[src/rtl/hc_sr04_pkg.sv]
// Shared definitions for the HC-SR04 sensor emulator.
// Holds the FSM state encoding and the sensor constants that the
// measurement controller also uses, so both sides agree on one value.
package hc_sr04_pkg;

    typedef enum logic [2:0] {
        S_IDLE    = 3'd0,
        S_TRIG    = 3'd1,
        S_BURST   = 3'd2,
        S_ECHO    = 3'd3,
        S_HOLDOFF = 3'd4
    } state_e;

    localparam int US_PER_CM_DEFAULT       = 58;
    localparam int ECHO_TIMEOUT_US_DEFAULT = 38000;

    function automatic int max_int(input int a, input int b);
        return (a > b) ? a : b;
    endfunction

endpackage

[src/rtl/hc_sr04_trig_sync.sv]
// Two-flop synchronizer for the asynchronous trigger input plus an edge
// detector on the synchronized level.
// Ports: clk_i, rst_ni, trigger_i (async), trig_s_o (synchronized level,
// 2 clk latency), trig_rise_o / trig_fall_o (one-clk edge strobes).
module hc_sr04_trig_sync (
    input  logic clk_i,
    input  logic rst_ni,
    input  logic trigger_i,
    output logic trig_s_o,
    output logic trig_rise_o,
    output logic trig_fall_o
);

    logic meta_q;
    logic sync_q;
    logic prev_q;

    always_ff @(posedge clk_i) begin
        if (!rst_ni) begin
            meta_q <= 1'b0;
            sync_q <= 1'b0;
            prev_q <= 1'b0;
        end else begin
            meta_q <= trigger_i;
            sync_q <= meta_q;
            prev_q <= sync_q;
        end
    end

    assign trig_s_o    = sync_q;
    assign trig_rise_o = sync_q & ~prev_q;
    assign trig_fall_o = ~sync_q & prev_q;

endmodule

[src/rtl/prm_register.sv]
// Generic register with synchronous active-low reset.
// Ports: clk_i, rst_ni, d_i (next value), q_o (registered value).
module prm_register #(
    parameter int               WIDTH     = 1,
    parameter logic [WIDTH-1:0] RESET_VAL = '0
) (
    input  logic             clk_i,
    input  logic             rst_ni,
    input  logic [WIDTH-1:0] d_i,
    output logic [WIDTH-1:0] q_o
);

    always_ff @(posedge clk_i) begin
        if (!rst_ni) begin
            q_o <= RESET_VAL;
        end else begin
            q_o <= d_i;
        end
    end

endmodule

[src/rtl/prm_register_we.sv]
// Generic register with write enable and synchronous active-low reset.
// Ports: clk_i, rst_ni, we_i (load d_i when high), d_i, q_o.
module prm_register_we #(
    parameter int               WIDTH     = 1,
    parameter logic [WIDTH-1:0] RESET_VAL = '0
) (
    input  logic             clk_i,
    input  logic             rst_ni,
    input  logic             we_i,
    input  logic [WIDTH-1:0] d_i,
    output logic [WIDTH-1:0] q_o
);

    always_ff @(posedge clk_i) begin
        if (!rst_ni) begin
            q_o <= RESET_VAL;
        end else if (we_i) begin
            q_o <= d_i;
        end
    end

endmodule

[src/rtl/hc_sr04_emu.sv]
// Responder-side HC-SR04 emulator. Validates the trigger width, waits the
// burst delay, drives an echo whose width encodes distance_cm_i, then
// holds off before accepting another trigger. Time is counted in
// strobe_us_i pulses.
// Ports:
//   clk_i, rst_ni       clock, synchronous active-low reset
//   strobe_us_i         one-clk pulse per microsecond
//   trigger_i           trigger from the controller (asynchronous)
//   distance_cm_i       emulated distance, latched at trigger fall
//   object_present_i    0 = no target, echo uses the timeout width
//   echo_o              registered echo pulse
//   busy_o              high whenever a measurement is in progress
//   trig_err_o          one-clk pulse when the trigger was too short
module hc_sr04_emu
    import hc_sr04_pkg::*;
#(
    parameter int TRIG_MIN_US     = 10,
    parameter int BURST_DELAY_US  = 200,
    parameter int US_PER_CM       = US_PER_CM_DEFAULT,
    parameter int ECHO_TIMEOUT_US = ECHO_TIMEOUT_US_DEFAULT,
    parameter int HOLDOFF_US      = 10000,
    parameter int DIST_WIDTH      = 9,
    parameter int CNT_WIDTH       = $clog2(max_int(ECHO_TIMEOUT_US, HOLDOFF_US) + 1)
) (
    input  logic                  clk_i,
    input  logic                  rst_ni,
    input  logic                  strobe_us_i,
    input  logic                  trigger_i,
    input  logic [DIST_WIDTH-1:0] distance_cm_i,
    input  logic                  object_present_i,
    output logic                  echo_o,
    output logic                  busy_o,
    output logic                  trig_err_o
);

    localparam int RAW_W = DIST_WIDTH + 7;

    localparam logic [CNT_WIDTH-1:0] TRIG_MIN_C = CNT_WIDTH'(TRIG_MIN_US);
    localparam logic [CNT_WIDTH-1:0] BURST_C    = CNT_WIDTH'(BURST_DELAY_US);
    localparam logic [CNT_WIDTH-1:0] HOLDOFF_C  = CNT_WIDTH'(HOLDOFF_US);
    localparam logic [CNT_WIDTH-1:0] TIMEOUT_C  = CNT_WIDTH'(ECHO_TIMEOUT_US);
    localparam logic [CNT_WIDTH-1:0] CNT_MAX    = '1;

    // Trigger synchronization. Only the edges steer the FSM; the level is
    // left unused here.
    logic unused_trig_s;
    logic trig_rise;
    logic trig_fall;

    hc_sr04_trig_sync u_trig_sync (
        .clk_i       (clk_i),
        .rst_ni      (rst_ni),
        .trigger_i   (trigger_i),
        .trig_s_o    (unused_trig_s),
        .trig_rise_o (trig_rise),
        .trig_fall_o (trig_fall)
    );

    // State register
    state_e         state_q;
    state_e         state_d;
    logic [2:0]     state_raw;

    prm_register #(.WIDTH(3), .RESET_VAL(3'd0)) u_state_reg (
        .clk_i  (clk_i),
        .rst_ni (rst_ni),
        .d_i    (state_d),
        .q_o    (state_raw)
    );
    assign state_q = state_e'(state_raw);

    // Microsecond counter: restarts from zero on every state change so each
    // state measures its own dwell time, saturates so a stuck trigger
    // cannot wrap it back below the minimum.
    logic [CNT_WIDTH-1:0] cnt_q;
    logic [CNT_WIDTH-1:0] cnt_d;

    always_comb begin
        cnt_d = cnt_q;
        if (state_d != state_q) begin
            cnt_d = '0;
        end else if (strobe_us_i && (cnt_q != CNT_MAX)) begin
            cnt_d = cnt_q + CNT_WIDTH'(1);
        end
    end

    prm_register #(.WIDTH(CNT_WIDTH)) u_cnt_reg (
        .clk_i  (clk_i),
        .rst_ni (rst_ni),
        .d_i    (cnt_d),
        .q_o    (cnt_q)
    );

    // Echo width, latched once at the trigger fall so later input changes
    // do not disturb the measurement in flight.
    logic [RAW_W-1:0]     raw;
    logic [CNT_WIDTH-1:0] width_d;
    logic [CNT_WIDTH-1:0] width_q;
    logic [CNT_WIDTH-1:0] width_m1;
    logic                 width_we;

    assign raw = RAW_W'(distance_cm_i) * RAW_W'(US_PER_CM);

    always_comb begin
        width_d = CNT_WIDTH'(raw);
        if (!object_present_i || (32'(raw) > ECHO_TIMEOUT_US)) begin
            width_d = TIMEOUT_C;
        end else if (raw == '0) begin
            // A zero-width echo would never be seen; report the minimum.
            width_d = CNT_WIDTH'(1);
        end
    end

    assign width_we = (state_q == S_TRIG) && (state_d == S_BURST);
    assign width_m1 = width_q - CNT_WIDTH'(1);

    prm_register_we #(.WIDTH(CNT_WIDTH)) u_width_reg (
        .clk_i  (clk_i),
        .rst_ni (rst_ni),
        .we_i   (width_we),
        .d_i    (width_d),
        .q_o    (width_q)
    );

    // Next-state logic
    logic trig_err_d;

    always_comb begin
        state_d    = state_q;
        trig_err_d = 1'b0;
        case (state_q)
            S_IDLE: begin
                // Edge-triggered: a trigger already high when we return
                // here is ignored until it goes low and rises again.
                if (trig_rise) begin
                    state_d = S_TRIG;
                end
            end
            S_TRIG: begin
                if (trig_fall) begin
                    if (cnt_q >= TRIG_MIN_C) begin
                        state_d = S_BURST;
                    end else begin
                        state_d    = S_IDLE;
                        trig_err_d = 1'b1;
                    end
                end
            end
            S_BURST: begin
                if (strobe_us_i && (cnt_q == BURST_C)) begin
                    state_d = S_ECHO;
                end
            end
            S_ECHO: begin
                // Leaving on the width-th strobe keeps echo high for exactly
                // width strobe periods.
                if (strobe_us_i && (cnt_q == width_m1)) begin
                    state_d = S_HOLDOFF;
                end
            end
            S_HOLDOFF: begin
                if (strobe_us_i && (cnt_q == HOLDOFF_C)) begin
                    state_d = S_IDLE;
                end
            end
            default: state_d = S_IDLE;
        endcase
    end

    // Outputs registered from next-state so echo changes on the same edge
    // as the state that owns it.
    logic echo_q;
    logic trig_err_q;

    always_ff @(posedge clk_i) begin
        if (!rst_ni) begin
            echo_q     <= 1'b0;
            trig_err_q <= 1'b0;
        end else begin
            echo_q     <= (state_d == S_ECHO);
            trig_err_q <= trig_err_d;
        end
    end

    assign echo_o     = echo_q;
    assign trig_err_o = trig_err_q;
    assign busy_o     = (state_q != S_IDLE);

endmodule

[config.mk]
export PLATFORM = sky130hd
export DESIGN_NAME = hc_sr04_emu
export DESIGN_NICKNAME = d
export VERILOG_FILES = /design/src/rtl/hc_sr04_pkg.sv /design/src/rtl/hc_sr04_trig_sync.sv /design/src/rtl/prm_register.sv /design/src/rtl/prm_register_we.sv /design/src/rtl/hc_sr04_emu.sv
export SDC_FILE = /design/constraint.sdc
export NUM_CORES = 1
export LEC_CHECK = 0
export ABC_AREA = 1
export BUFFER_PORTS_ARGS = -buffer_cell sky130_fd_sc_hd__buf_4
export CORE_UTILIZATION = 50
export CTS_BUF_LIST = sky130_fd_sc_hd__clkbuf_8
export CTS_CLUSTER_DIAMETER = 150
export CTS_CLUSTER_SIZE = 24
export DETAILED_ROUTE_END_ITERATION = 8
export PLACE_DENSITY = 0.69
export SYNTH_ARGS = -nofsm -noshare
export SYNTH_HDL_FRONTEND = slang
export SYNTH_HIERARCHICAL = 1
export SYNTH_SLANG_ARGS = --single-unit
[constraint.sdc]
create_clock -name clk_i -period 2.9 [get_ports clk_i]
set_clock_uncertainty 0.05 [all_clocks]
set_input_delay 0 -clock clk_i [delete_from_list [all_inputs] [get_ports clk_i]]
set_output_delay 0 -clock clk_i [all_outputs]
set_load 0.005 [all_outputs]
## Word-level counts from Yosys, hierarchy flattened

Index checks and enable logic that the tools add are counted.

- Register bits after elaboration: 40
- Bits of input ports: 14
- Output and inout bits: 3
- Word-level logic and storage cells: 51

- $add $sub $neg: 2
- Multipliers: 1
- Order comparisons: 2
- Eq/ne operators: 11
- Multiplexer cells: 10
- Bitwise operators: 5
- Reduce and logical (&&, ||, !) cells: 12

Operators by type and width:

| cell | number |
|---|---|
| $add A16 B1 Y16 const B | 1 |
| $eq A16 B14 Y1 const B | 1 |
| $eq A16 B16 Y1 | 1 |
| $eq A16 B8 Y1 const B | 1 |
| $ge A16 B4 Y1 const B | 1 |
| $gt A15 B16 Y1 const B | 1 |
| $logic_not A16 Y1 | 1 |
| $mux W16 | 1 |
| $ne A16 B16 Y1 const B | 1 |
| $sub A16 B1 Y16 const B | 1 |
| $mux W15 | 1 |
| $mux W3 | 5 |
| $pmux W3 S5 | 1 |
| $mul A9 B5 Y14 const B | 1 |
| $eq A3 B2 Y1 const B | 4 |
| $logic_and A1 B1 Y1 | 5 |
| $eq A3 B1 Y1 const B | 1 |
| $eq A3 B3 Y1 const B | 1 |
| $logic_not A3 Y1 | 1 |
| $ne A3 B3 Y1 | 1 |
| $not A1 Y1 | 3 |
| $reduce_and A3 Y1 | 1 |
| $reduce_bool A3 Y1 | 1 |
| $and A1 B1 Y1 | 2 |
| other kinds (5) | 5 |

## Logic depth before layout (Yosys ltp)

- Depth after elaboration: 7
- Depth in mapped cells: 23
- Gate-level depth less buffers: 23

## Modules after synthesis

Netlist, hierarchy kept.

Modules (own cells, without submodules):

| module | times used | cells each | area each (µm²) | seq. area each (µm²) |
|---|---|---|---|---|
| hc_sr04_emu | 1 | 429 | 2596.2 | 40.0 |
| prm_register_we | 1 | 101 | 674.4 | 320.3 |
| prm_register at u_cnt_reg | 1 | 50 | 484.2 | 320.3 |
| hc_sr04_trig_sync | 1 | 13 | 100.1 | 60.1 |
| prm_register at u_state_reg | 1 | 9 | 82.6 | 60.1 |

## Least setup slack after synthesis

No wires, ideal clock.

- Kind: in2reg
- Start: input distance_cm_i[1]
- End: register u_width_reg.q_o[2]
- Setup time: 0.113 ns
- Arrival time: 2.952 ns
- Data required time: 2.737 ns
- Setup slack: -0.215 ns
- Stages on the path: 21
- Buffers on the path: 0
- Path through: inv_1 > fa_1 > inv_1 > ha_1 > fa_1 > ha_1 > a21oi_1 > nand2_1 > nand2_1 > nand3_1 > nand2_1 > nand2_1 > a21oi_1 > xor2_1 > nand4_1 > nand2_1 > nor2_1 > inv_1 > nand2_1 > nand2_1 > nor2_1

- Longest elaborated chain between the ends: 4
- Elaborated cells between the ends (all ways): 6
- Those cells by class: mul: 1; order compare: 1; mux: 2; reduce/logical: 2

Ends and longest elaborated chain:

| what | line | RTL |
|---|---|---|
| start, declared | hc_sr04_emu.sv:29 | `input logic [DIST_WIDTH-1:0] distance_cm_i,` |
| $mul A9 B5 Y14 * | hc_sr04_emu.sv:102 | `assign raw = RAW_W'(distance_cm_i) * RAW_W'(US_PER_CM);` |
| $gt A15 B16 Y1 / $logic_not A16 Y1 (equally long branches) | hc_sr04_emu.sv:106, hc_sr04_emu.sv:108 |  |
| $logic_or A1 B1 Y1 / $mux W15 (equally long branches) | hc_sr04_emu.sv:106, hc_sr04_emu.sv:108 |  |
| $mux W16 * | hc_sr04_emu.sv:106 | `if (!object_present_i \|\| (32'(raw) > ECHO_TIMEOUT_US)) begin` |
| named net width_d[2] | hc_sr04_emu.sv:97 | `logic [CNT_WIDTH-1:0] width_d;` |
| end signal, assigned | prm_register_we.sv:18 | `q_o <= d_i;` |
| end, declared | prm_register_we.sv:11 | `output logic [WIDTH-1:0] q_o` |

The timed path passes the listed nets; every way through them passes the cells marked *.
A chain may end at the register's enable or synchronous reset.

## Worst setup path after layout

- Start: input distance_cm_i[1]
- End: register u_width_reg.q_o[0]

The elaborated chain is that of the path after synthesis.

==> out/metrics.cfg <==
[status]
status=finished with violations
violations=setup timing

[route]
postRouteWirelength_mm=9.35
via_per_inst=4.89
first_iter_violations=233
vias=3709
drt-wirelength-per-cell_um=12.3
drcViolationCount=0
drtAntennaViolNets=0
drt_pass1_iterations=5

[final_layout]
fillCellCount=674
fin_nets=719
drive_above_1_share_pct=21.4
diodes=0
syn_to_final_growth_pct=20.6
fin_area_um2=4750
layout_common_cells=nand2_1 (132), inv_1 (106), nor2_1 (90)
final_common_cell=nand2_1

[setup_path]
arrival_ns=3.23
worst-path-max-fanout=5
slowest_delay_ns=0.58
critPathRequiredTime_ns=3.09
crit_slowest_cell=fa_1
critPathCaptureType=flop
startpoint_type=primary input
path_class=in -> reg
setup.worst_path.start=distance_cm_i[1]
crit_chain=buf_8, inv_6, fa_1, inv_2, ha_4, fa_1, ha_4, a21oi_4, nand2_2, a21oi_1, o21ai_1, xor2_1, nand3_1, nor2_1, nand4_1, nor2_1, inv_1, nand2_1, nand2_1, nor2_2
r2r-start=u_width_reg/q_o[1]$_SDFFE_PN0P_

[floorplan]
die_x_um=90.7
core_um2=7450
die_height_um=90.7
placementRows=31
start_util_pct=52.9
ios=17
dieArea_um2=8230

[clock_network]
cts_made_buffers=5
cts_tree=done
clk_path_buf_depth=2
clk_latency_ns=0.30
cts_root_buf=clkbuf_8
clkTransAtPathRegs_ns=0.09
numClockSinks=40
htree_levels=2

[global_routing]
antenna_found_initial=0
grt_first_pass_wirelength_mm=16.2
grt_pass1_vias=3650
gr-total-overflow=0
grt_max_degree=41
grt_use_total_pct=23.8

[place]
port_buffers=16
dpl.hpwl_mm=7.05
place_area_um2=4390
place_congestion=0.996

[synthesis]
ys.warnings.count=6
yosysTopAreaCell=dfxtp_1
synth_cells=602
synth.cell_area_um2=3940
synth_cell_type_count=35
synth.area.top_cells=dfxtp_1 (20%), nand2_1 (13%), inv_1 (11%)
synth_top_area_share_pct=20.3
syn_nets=662
synth-seq-cells=40
syn_area_per_cell_um2=6.54
synth-seq-area-share_pct=20.3

[timing]
max_slew.worst_pin.slew_ns=0.515
final_hold_viol_count=0
slew_viol_final=0
rsz0062_at_grt=true
finalCritPeriodShare_pct=105
setup_viol=3
max_freq_mhz=329
maxSlewHeadroom_pct=65.4
fin_ws_ns=-0.138
finalCriticalPeriod_ns=3.04

[pwr]
p_leak_nw=2.47
peakVddDrop_uv=380
total_power_w=0.00233
powerDensity_nw_per_um2=490

[hold_path]
hp-start=object_present_i
hold_path_class=in -> reg

[flow_run]
cap_violations=0

[cell usage after synthesis (all sizes together)]
| library cell | number |
|---|---|
| nor4 | 4 |
| dfxtp | 40 |
| o21ai | 12 |
| and2 | 2 |
| a311oi | 1 |
| a21oi | 9 |
| nor2 | 115 |
| or2 | 3 |
| xnor2 | 7 |
| xor2 | 29 |
| clkinv | 1 |
| and3b | 1 |
| ha | 33 |
| nand4 | 9 |
| nand3b | 2 |
| nand3 | 32 |
| buf | 8 |
| clkbuf | 2 |
| nand2 | 150 |
| o2111ai | 1 |
| inv | 113 |
| fa | 13 |
| nor3 | 13 |
| a31oi | 2 |
[area by class of cell]
type / count / area (µm²) / area share (%)
Inverter: 114 / 443 / 9.33
Tap cell: 99 / 124 / 2.61
Clock inverter: 3 / 46.3 / 0.975
Clock buffer: 5 / 68.8 / 1.45
Multi-Input combinational cell: 438 / 2780 / 58.6
Timing Repair Buffer: 60 / 484 / 10.2
Sequential cell: 40 / 801 / 16.9
[state kept, by name (all words and copies together), names as in the netlist]
name	cells
echo_o	1
trig_err_o	1
u_cnt_reg/q_o	16
u_state_reg/q_o	3
u_trig_sync/meta_q	1
u_trig_sync/prev_q	1
u_trig_sync/trig_s_o	1
u_width_reg/q_o	16
[per-layer routing]
metal | vias to the layer above | GRT usage, % | routed length (µm)
met5 | - | 0 | 0
met4 | 0 | 6.05 | 161
met3 | 21 | 3.96 | 317
met2 | 68 | 38.8 | 4320
met1 | 1670 | 32.6 | 4560
li1 | 1950 | - | -
[per-stage QoR]
step                std cells  TNS, ns  hold slack, ns  utilization (%)  worst slack, ns
finish                    759   -0.372          0.0351             63.8           -0.138
global route              759    -1.34          0.0626             63.8           -0.388
CTS                       749        0          0.0266             61.2         0.000697
detailed placement        738    -2.24           0.133             59.0           -0.414
global placement          738    -1.62           0.128             59.0           -0.305
floorplan                 602  -0.0490          0.0435                -          -0.0267
[path summary, 6_finish.rpt]
path                                                         end  slack [ns]  cells past startpoint
worst max-delay path             u_width_reg/q_o[0]$_SDFFE_PN0P_       -0.14                     20
worst min-delay path            u_width_reg/q_o[10]$_SDFFE_PN0P_        0.04                      6
worst max register to register      u_cnt_reg/q_o[15]$_SDFF_PN0_        0.31                     20
worst min register to register   u_trig_sync/trig_s_o$_SDFF_PN0_        0.37                      2
[cells by family after synthesis]
family                     Yosys count  share of synthesized area, %
buffers and inverters              124                          13.6
DFF                                 40                          20.3
AOI/OAI and AO/OA                   25                          3.43
xor gates and xnor gates            36                          8.01
and+or+nand+nor                    331                          37.5
adders and majority gates           46                          17.1
[report_power, final]
part | switching [W] | leakage (nW) | internal, W
clock | 0.000226 | 0.0548 | 0.000260
sequential | 0.00000772 | 0.323 | 0.000556
combinational | 0.000623 | 2.09 | 0.000654
[repair_timing]
action | in CTS | in global routing
cloned | 0 | 0
hold endpoints to repair | 1 | 0
buffers inserted | 2 | 10
hold buffers | 1 | 0
resized for setup | 6 | 29
endpoints found under the setup margin | 3 | 21
pin swaps | 18 | 32
[critical path, delay by kind of cell]
kind	cells	cell delay [ns]
and+or+nand+nor	8	0.77
AOI/OAI and AO/OA	3	0.46
adders and majority gates	4	1.57
buffers and inverters	4	0.21
xor gates and xnor gates	1	0.21
(Power assumes the default switching activity.)
